## config.mk

```make
export PLATFORM = sky130hd
export DESIGN_NAME = jesd207_burst_ctrl
export DESIGN_NICKNAME = d
export VERILOG_FILES = /design/src/rtl/jesd207_pkg.sv /design/src/rtl/jesd207_phase_timer.sv /design/src/rtl/jesd207_burst_ctrl.sv
export SDC_FILE = /design/constraint.sdc
export NUM_CORES = 1
export LEC_CHECK = 0
export ABC_AREA = 1
export CAP_MARGIN = 10
export CORE_MARGIN = 4
export CORE_UTILIZATION = 45
export CTS_BUF_LIST = sky130_fd_sc_hd__clkbuf_4 sky130_fd_sc_hd__clkbuf_8
export CTS_CLUSTER_SIZE = 12
export DETAILED_ROUTE_END_ITERATION = 8
export PLACE_DENSITY_LB_ADDON = 0.12
export SYNTH_ARGS = -nofsm -noshare
export SYNTH_HDL_FRONTEND = slang
export SYNTH_HIERARCHICAL = 1
export SYNTH_SLANG_ARGS = --single-unit
```

## constraint.sdc

```tcl
create_clock -name mclk -period 2.4 [get_ports mclk]
set_clock_uncertainty 0.2 [all_clocks]
set_input_delay 0.36 -clock mclk [delete_from_list [all_inputs] [get_ports mclk]]
set_output_delay 0.36 -clock mclk [all_outputs]
set_load 0.01 [all_outputs]
```

## src/rtl/jesd207_pkg.sv

```systemverilog
// Shared definitions for the JESD207 burst sequencer: FSM state encoding,
// direction constants, default parameter values and the phase-timer load helper.
package jesd207_pkg;

  // Burst sequencer states
  typedef enum logic [2:0] {
    ST_IDLE   = 3'd0,
    ST_SETUP  = 3'd1,
    ST_ACTIVE = 3'd2,
    ST_HOLD   = 3'd3,
    ST_GUARD  = 3'd4
  } burst_state_t;

  // Interface direction encoding as seen on tx_nrx / btn_tx_nrx
  localparam logic DIR_TX = 1'b1;
  localparam logic DIR_RX = 1'b0;

  // Default parameter values
  localparam int BURST_LEN_DEF = 64;
  localparam int SETUP_CYC_DEF = 4;
  localparam int HOLD_CYC_DEF  = 4;
  localparam int GUARD_CYC_DEF = 8;

  // Phase lengths are at most 255 cycles, so an 8-bit timer covers them
  localparam int PHASE_WID = 8;

  // The timer reaches zero after load_val further cycles, so a phase of
  // cyc cycles is loaded with cyc-1. A zero-length phase loads 0.
  function automatic logic [PHASE_WID-1:0] phase_load(input int cyc);
    if (cyc > 0) begin
      return PHASE_WID'(cyc - 1);
    end
    return '0;
  endfunction

endpackage

```

## src/rtl/jesd207_phase_timer.sv

```systemverilog
// Loadable down-counter shared by the SETUP, HOLD and GUARD phases.
// The count stops at zero; 'zero' tells the FSM the current phase is over.
module jesd207_phase_timer
  import jesd207_pkg::*;
#(
  parameter int WID = PHASE_WID
) (
  input  logic           mclk,
  input  logic           rstn,
  input  logic           load,
  input  logic [WID-1:0] load_val,
  output logic           zero
);

  logic [WID-1:0] count_reg;

  // Load on request, otherwise count down and park at zero
  always_ff @(posedge mclk or negedge rstn) begin
    if (!rstn) begin
      count_reg <= '0;
    end else if (load) begin
      count_reg <= load_val;
    end else if (count_reg != '0) begin
      count_reg <= count_reg - WID'(1);
    end
  end

  assign zero = (count_reg == '0);

endmodule

```

## src/rtl/jesd207_burst_ctrl.sv

```systemverilog
// Burst sequencer for the JESD207 FIFO datapath. A rising edge on proc_start
// launches one burst: tx_nrx set-up, jesd_en window with per-sample FIFO
// metering, tx_nrx hold, then an idle guard before the next start is taken.
module jesd207_burst_ctrl
  import jesd207_pkg::*;
#(
  parameter int BURST_LEN = BURST_LEN_DEF,
  parameter int CNT_WID   = $clog2(BURST_LEN + 1),
  parameter int SETUP_CYC = SETUP_CYC_DEF,
  parameter int HOLD_CYC  = HOLD_CYC_DEF,
  parameter int GUARD_CYC = GUARD_CYC_DEF
) (
  input  logic               mclk,
  input  logic               rstn,
  input  logic               proc_start,
  input  logic               btn_tx_nrx,
  input  logic               fifo_rempty,
  input  logic               fifo_prog_full,
  input  logic               fifo_wfull,
  output logic               tx_nrx,
  output logic               jesd_en,
  output logic               fifo_rd_en,
  output logic               fifo_wr_en,
  output logic               busy,
  output logic               done,
  output logic               err,
  output logic [CNT_WID-1:0] sample_cnt
);

  localparam logic [CNT_WID-1:0]   FULL_CNT   = CNT_WID'(BURST_LEN);
  localparam logic [CNT_WID-1:0]   LAST_CNT   = CNT_WID'(BURST_LEN - 1);
  localparam logic [PHASE_WID-1:0] SETUP_LOAD = phase_load(SETUP_CYC);
  localparam logic [PHASE_WID-1:0] HOLD_LOAD  = phase_load(HOLD_CYC);
  localparam logic [PHASE_WID-1:0] GUARD_LOAD = phase_load(GUARD_CYC);
  localparam logic                 HAS_GUARD  = (GUARD_CYC > 0);

  burst_state_t         state_reg;
  burst_state_t         state_next;
  logic                 start_prev_reg;
  logic                 tx_nrx_reg;
  logic                 err_reg;
  logic                 done_reg;
  logic                 done_next;
  logic [CNT_WID-1:0]   sample_cnt_reg;

  logic                 start_edge;
  logic                 in_active;
  logic                 dir_is_tx;
  logic                 dir_is_rx;
  logic                 at_last;
  logic                 rd_en;
  logic                 wr_en;
  logic                 xfer;
  logic                 underrun;
  logic                 overflow;
  logic                 clean_stop;
  logic                 active_end;
  logic                 accept_start;

  logic                 timer_load;
  logic [PHASE_WID-1:0] timer_val;
  logic                 timer_zero;

  jesd207_phase_timer #(
    .WID (PHASE_WID)
  ) u_phase_timer (
    .mclk     (mclk),
    .rstn     (rstn),
    .load     (timer_load),
    .load_val (timer_val),
    .zero     (timer_zero)
  );

  assign start_edge   = proc_start & ~start_prev_reg;
  assign accept_start = (state_reg == ST_IDLE) & start_edge;
  assign in_active    = (state_reg == ST_ACTIVE);
  assign dir_is_tx    = (tx_nrx_reg == DIR_TX);
  assign dir_is_rx    = (tx_nrx_reg == DIR_RX);
  assign at_last      = (sample_cnt_reg == LAST_CNT);

  // TX pops whenever data is present. RX pushes while there is room; the
  // prog-full stop still lets the burst-completing write through so that
  // reaching the count takes precedence over a clean early stop.
  assign rd_en = in_active & dir_is_tx & ~fifo_rempty;
  assign wr_en = in_active & dir_is_rx & ~fifo_wfull & (~fifo_prog_full | at_last);
  assign xfer  = rd_en | wr_en;

  // Burst terminating conditions, evaluated every ACTIVE cycle
  assign underrun   = in_active & dir_is_tx & fifo_rempty;
  assign overflow   = in_active & dir_is_rx & fifo_wfull;
  assign clean_stop = in_active & dir_is_rx & fifo_prog_full & ~fifo_wfull & ~at_last;
  assign active_end = (xfer & at_last) | underrun | overflow | clean_stop;

  // Next-state, phase-timer loading and end-of-burst pulse generation
  always_comb begin
    state_next = state_reg;
    timer_load = 1'b0;
    timer_val  = '0;
    done_next  = 1'b0;
    case (state_reg)
      ST_IDLE: begin
        if (start_edge) begin
          state_next = ST_SETUP;
          timer_load = 1'b1;
          timer_val  = SETUP_LOAD;
        end
      end
      ST_SETUP: begin
        if (timer_zero) begin
          state_next = ST_ACTIVE;
        end
      end
      ST_ACTIVE: begin
        if (active_end) begin
          state_next = ST_HOLD;
          timer_load = 1'b1;
          timer_val  = HOLD_LOAD;
        end
      end
      ST_HOLD: begin
        if (timer_zero) begin
          if (HAS_GUARD) begin
            state_next = ST_GUARD;
            timer_load = 1'b1;
            timer_val  = GUARD_LOAD;
          end else begin
            state_next = ST_IDLE;
            done_next  = 1'b1;
          end
        end
      end
      ST_GUARD: begin
        if (timer_zero) begin
          state_next = ST_IDLE;
          done_next  = 1'b1;
        end
      end
      default: begin
        state_next = ST_IDLE;
      end
    endcase
  end

  // FSM state register
  always_ff @(posedge mclk or negedge rstn) begin
    if (!rstn) begin
      state_reg <= ST_IDLE;
    end else begin
      state_reg <= state_next;
    end
  end

  // Previous proc_start level for rising-edge detection
  always_ff @(posedge mclk or negedge rstn) begin
    if (!rstn) begin
      start_prev_reg <= 1'b0;
    end else begin
      start_prev_reg <= proc_start;
    end
  end

  // Direction: latched on an accepted start, held through HOLD, dropped for GUARD
  always_ff @(posedge mclk or negedge rstn) begin
    if (!rstn) begin
      tx_nrx_reg <= 1'b0;
    end else if (accept_start) begin
      tx_nrx_reg <= btn_tx_nrx;
    end else if ((state_reg == ST_HOLD) && timer_zero) begin
      tx_nrx_reg <= 1'b0;
    end
  end

  // Sticky underrun/overflow flag, cleared only by the next accepted start
  always_ff @(posedge mclk or negedge rstn) begin
    if (!rstn) begin
      err_reg <= 1'b0;
    end else if (accept_start) begin
      err_reg <= 1'b0;
    end else if (underrun | overflow) begin
      err_reg <= 1'b1;
    end
  end

  // Sample counter: cleared at start, saturating, frozen outside ACTIVE
  always_ff @(posedge mclk or negedge rstn) begin
    if (!rstn) begin
      sample_cnt_reg <= '0;
    end else if (accept_start) begin
      sample_cnt_reg <= '0;
    end else if (xfer && (sample_cnt_reg != FULL_CNT)) begin
      sample_cnt_reg <= sample_cnt_reg + CNT_WID'(1);
    end
  end

  // One-cycle completion pulse on the return to IDLE
  always_ff @(posedge mclk or negedge rstn) begin
    if (!rstn) begin
      done_reg <= 1'b0;
    end else begin
      done_reg <= done_next;
    end
  end

  assign tx_nrx     = tx_nrx_reg;
  assign jesd_en    = in_active;
  assign fifo_rd_en = rd_en;
  assign fifo_wr_en = wr_en;
  assign busy       = (state_reg != ST_IDLE);
  assign done       = done_reg;
  assign err        = err_reg;
  assign sample_cnt = sample_cnt_reg;

endmodule

```

==> results.tsv <==
metric	value	unit
vias in the first global route	1254	
die height	64.9	um
maximum vdd ir drop	548	uV
top post-synthesis cells by area	sky130_fd_sc_hd__dfrtp_1 (38%), sky130_fd_sc_hd__nand2_1 (9.8%), sky130_fd_sc_hd__inv_1 (6.2%), sky130_fd_sc_hd__nand3_1 (5.2%), sky130_fd_sc_hd__nand2_4 (3.9%)	
input/output buffers	20	
number of top-level design ports	21	
area enclosed by the die boundary	0.00421	mm2
nets@finish	228	
routability cong.	0.796	
Hold Vio Cnt, Final	0	
final sum of negative setup slack	0	ns
Peak Freq	435	MHz
clock tree from TritonCTS	done	
max cap viols	0	
H-tree depth	1	
standard cell with the maximum stage delay on the critical path	sky130_fd_sc_hd__clkdlybuf4s50_1	
r2r startpoint	u_phase_timer/count_reg[0]	
total wire length after detailed routing	3010	um
final cell count without fillers	261	
Finished Core Util	59.3	%
area of the core	0.00308	mm2
largest area contributor in the synthesized netlist	sky130_fd_sc_hd__dfrtp_1	
Mean Syn Cell Area	8.00	um2
part of the cycle the worst path needs	95.7	%
Cell Area, Placed	0.00173	mm2
power after layout	0.00200	W
count of different cell masters after synthesis	28	
CTS clock-pin slew for the worst setup and hold paths	0.13	ns
detailed-route wire length per cell	11.5	um
std cell rows	20	
CP required	1.84	ns
GR Util All Layers	15.9	%
GR Overflow Total	0	
Min-Delay Path Class	in -> async	
First-pass DRT Iterations	4	
average vias per placed instance	4.77	
horizontal extent of the die	64.9	um
summed instance area of the synthesized netlist	0.00146	mm2
layout cells sized above 1	22.6	%
number of flip-flops in the largest register	8	
first-pass GRT wire length	5330	um
antenna violations before repair	0	
Worst Path Max Fanout	5	
total clock sinks	22	
Startpoint Class	register	
number of filler instances in the final layout	287	
number of instances in the synthesized netlist	182	
top cell type's share of synthesized area	37.8	%
Lkg Pwr	0.919	nW
final setup violation count	0	
number of buffers created by CTS	3	
finished layout cell area	0.00182	mm2
Syn-to-layout area delta	25.3	%
stage delay of the slowest cell on the critical path	0.52	ns
cell breakdown of the critical path	inv_2, nand2_2, nor2_4, buf_4, clkdlybuf4s50_1	
r2r worst-path depth	13	
starting density of the core	47.3	%
clock network latency to the later pin of the worst-skew pair	0.31	ns
portion of the post-synthesis area used by sequential elements	37.8	%
kind of end point of the critical path	output pin	
Data arrival, critical path	1.74	ns
maximum number of buffers from clock root to sink	2	
maximum number of pins on one net before global-route repair	23	
Detailed Route Iter0 Violations	33	
worst reg2reg setup slack	0.29	ns
placed wire-length estimate after detailed placement	2300	um
number of slew-limit violations in the final report	0	
Critical Setup Path Class	reg -> out	
status	completed	
final antenna diode count	0	
power density cells	1100	mW/mm2
DRC Markers	0	
overall via count from detail_route	1244	
Final min period	2.30	ns
Cell Count Post-Placement	252	
endpoint of the worst-slack reg-to-reg timing path	u_phase_timer/count_reg[0]	
total of warnings raised by yosys	6	
flip-flop and latch count after synthesis	22	
setup repair after global routing missed its margin	no	
clock root buffer	sky130_fd_sc_hd__clkbuf_4	
antenna violation net count after detailed routing	0	
==> synthesized netlist by cell type (all sizes together) <==
master,count
nand3b,1
o21ai,16
dfrtp,22
nor3,3
a21boi,1
inv,28
nand3,20
nand4,5
ha,3
a22o,1
a21oi,1
buf,2
nor2,23
xor2,5
nand2,48
conb,1
xnor2,1
o211ai,1
==> layer usage <==
metal / global-route usage (%) / wire length [um]
met5: 0 / 0
met4: 3.96 / 21
met3: 3.12 / 118
met2: 29.8 / 1570
met1: 18.4 / 1310
==> worst max path at each step <==
stage                          startpoint                         end  slack (ns)
2_1_floorplan  u_phase_timer/count_reg[0]  u_phase_timer/count_reg[0]        0.38
3_3_place_gp                  fifo_rempty                  fifo_rd_en        0.24
3_5_place_dp                   fifo_wfull                  fifo_wr_en        0.21
4_1_cts                      state_reg[0]                  fifo_rd_en       0.002
5_1_grt                      state_reg[0]                     jesd_en        0.01
6_report                     state_reg[0]                     jesd_en        0.10
==> per-stage QoR <==
step | setup slack, ns | hold slack [ns]
after global routing | 0.0103 | 0.193
after floorplan | 0.377 | -0.136
after global placement | 0.237 | 0.292
after CTS | 0.00231 | 0.183
after detailed placement | 0.209 | 0.289
final | 0.102 | 0.183
==> where the power goes <==
group	total [W]	internal [W]	switching [W]	leakage [nW]
clock network	0.000287	0.000169	0.000118	0.0279
logic	0.00106	0.000468	0.000588	0.610
registers	0.000655	0.000512	0.000143	0.280
==> repair_timing <==
| action | CTS | global route |
|---|---|---|
| setup endpoints to repair | 2 | 1 |
| setup buffers | 3 | 2 |
| pin swaps | 0 | 1 |
| hold buffers | 0 | 0 |
| resized for setup | 2 | 1 |
==> layout make-up <==
type	count	area (um2)	share of cell area, %
Clock buffer	3	22.5	1.23
Clock inverter	1	30.0	1.65
Inverter	28	105	5.76
Multi-Input combinational cell	134	791	43.3
Sequential cell	22	552	30.2
Tap cell	44	55.1	3.02
Timing Repair Buffer	29	269	14.7
==> worst max-delay path: cells and delay by family, from the launching register on <==
kind,cells,cell delay [ns]
and+or+nand+nor,2,0.23
buffers and inverters,3,0.75
DFF,1,0.46
==> kinds of logic after synthesis <==
group | count (synthesis) | share of synthesized area [%]
adders and majority gates | 3 | 2.58
buffers and inverters | 30 | 8.93
DFF | 22 | 37.8
xor gates and xnor gates | 6 | 3.61
other | 1 | 0.257
AOI/OAI and AO/OA | 20 | 9.02
and+or+nand+nor | 100 | 37.8
==> cells in the final DEF, fill, tap and decap left out, types with 2 or more instances in the layout <==
cell / count
sky130_fd_sc_hd__buf_4: 9
sky130_fd_sc_hd__clkbuf_4: 3
sky130_fd_sc_hd__clkdlybuf4s50_1: 18
sky130_fd_sc_hd__conb_1: 5
sky130_fd_sc_hd__dfrtp_1: 21
sky130_fd_sc_hd__ha_1: 3
sky130_fd_sc_hd__inv_1: 24
sky130_fd_sc_hd__inv_2: 4
sky130_fd_sc_hd__nand2_1: 38
sky130_fd_sc_hd__nand2_2: 5
sky130_fd_sc_hd__nand2_4: 5
sky130_fd_sc_hd__nand3_1: 15
sky130_fd_sc_hd__nand3_2: 5
sky130_fd_sc_hd__nand4_1: 5
sky130_fd_sc_hd__nor2_1: 15
sky130_fd_sc_hd__nor2_2: 4
sky130_fd_sc_hd__nor2_4: 4
sky130_fd_sc_hd__nor3_1: 2
sky130_fd_sc_hd__o21ai_0: 6
sky130_fd_sc_hd__o21ai_1: 4
sky130_fd_sc_hd__o21ai_2: 6
sky130_fd_sc_hd__xor2_1: 5
Power figures use the tool's default switching activity.
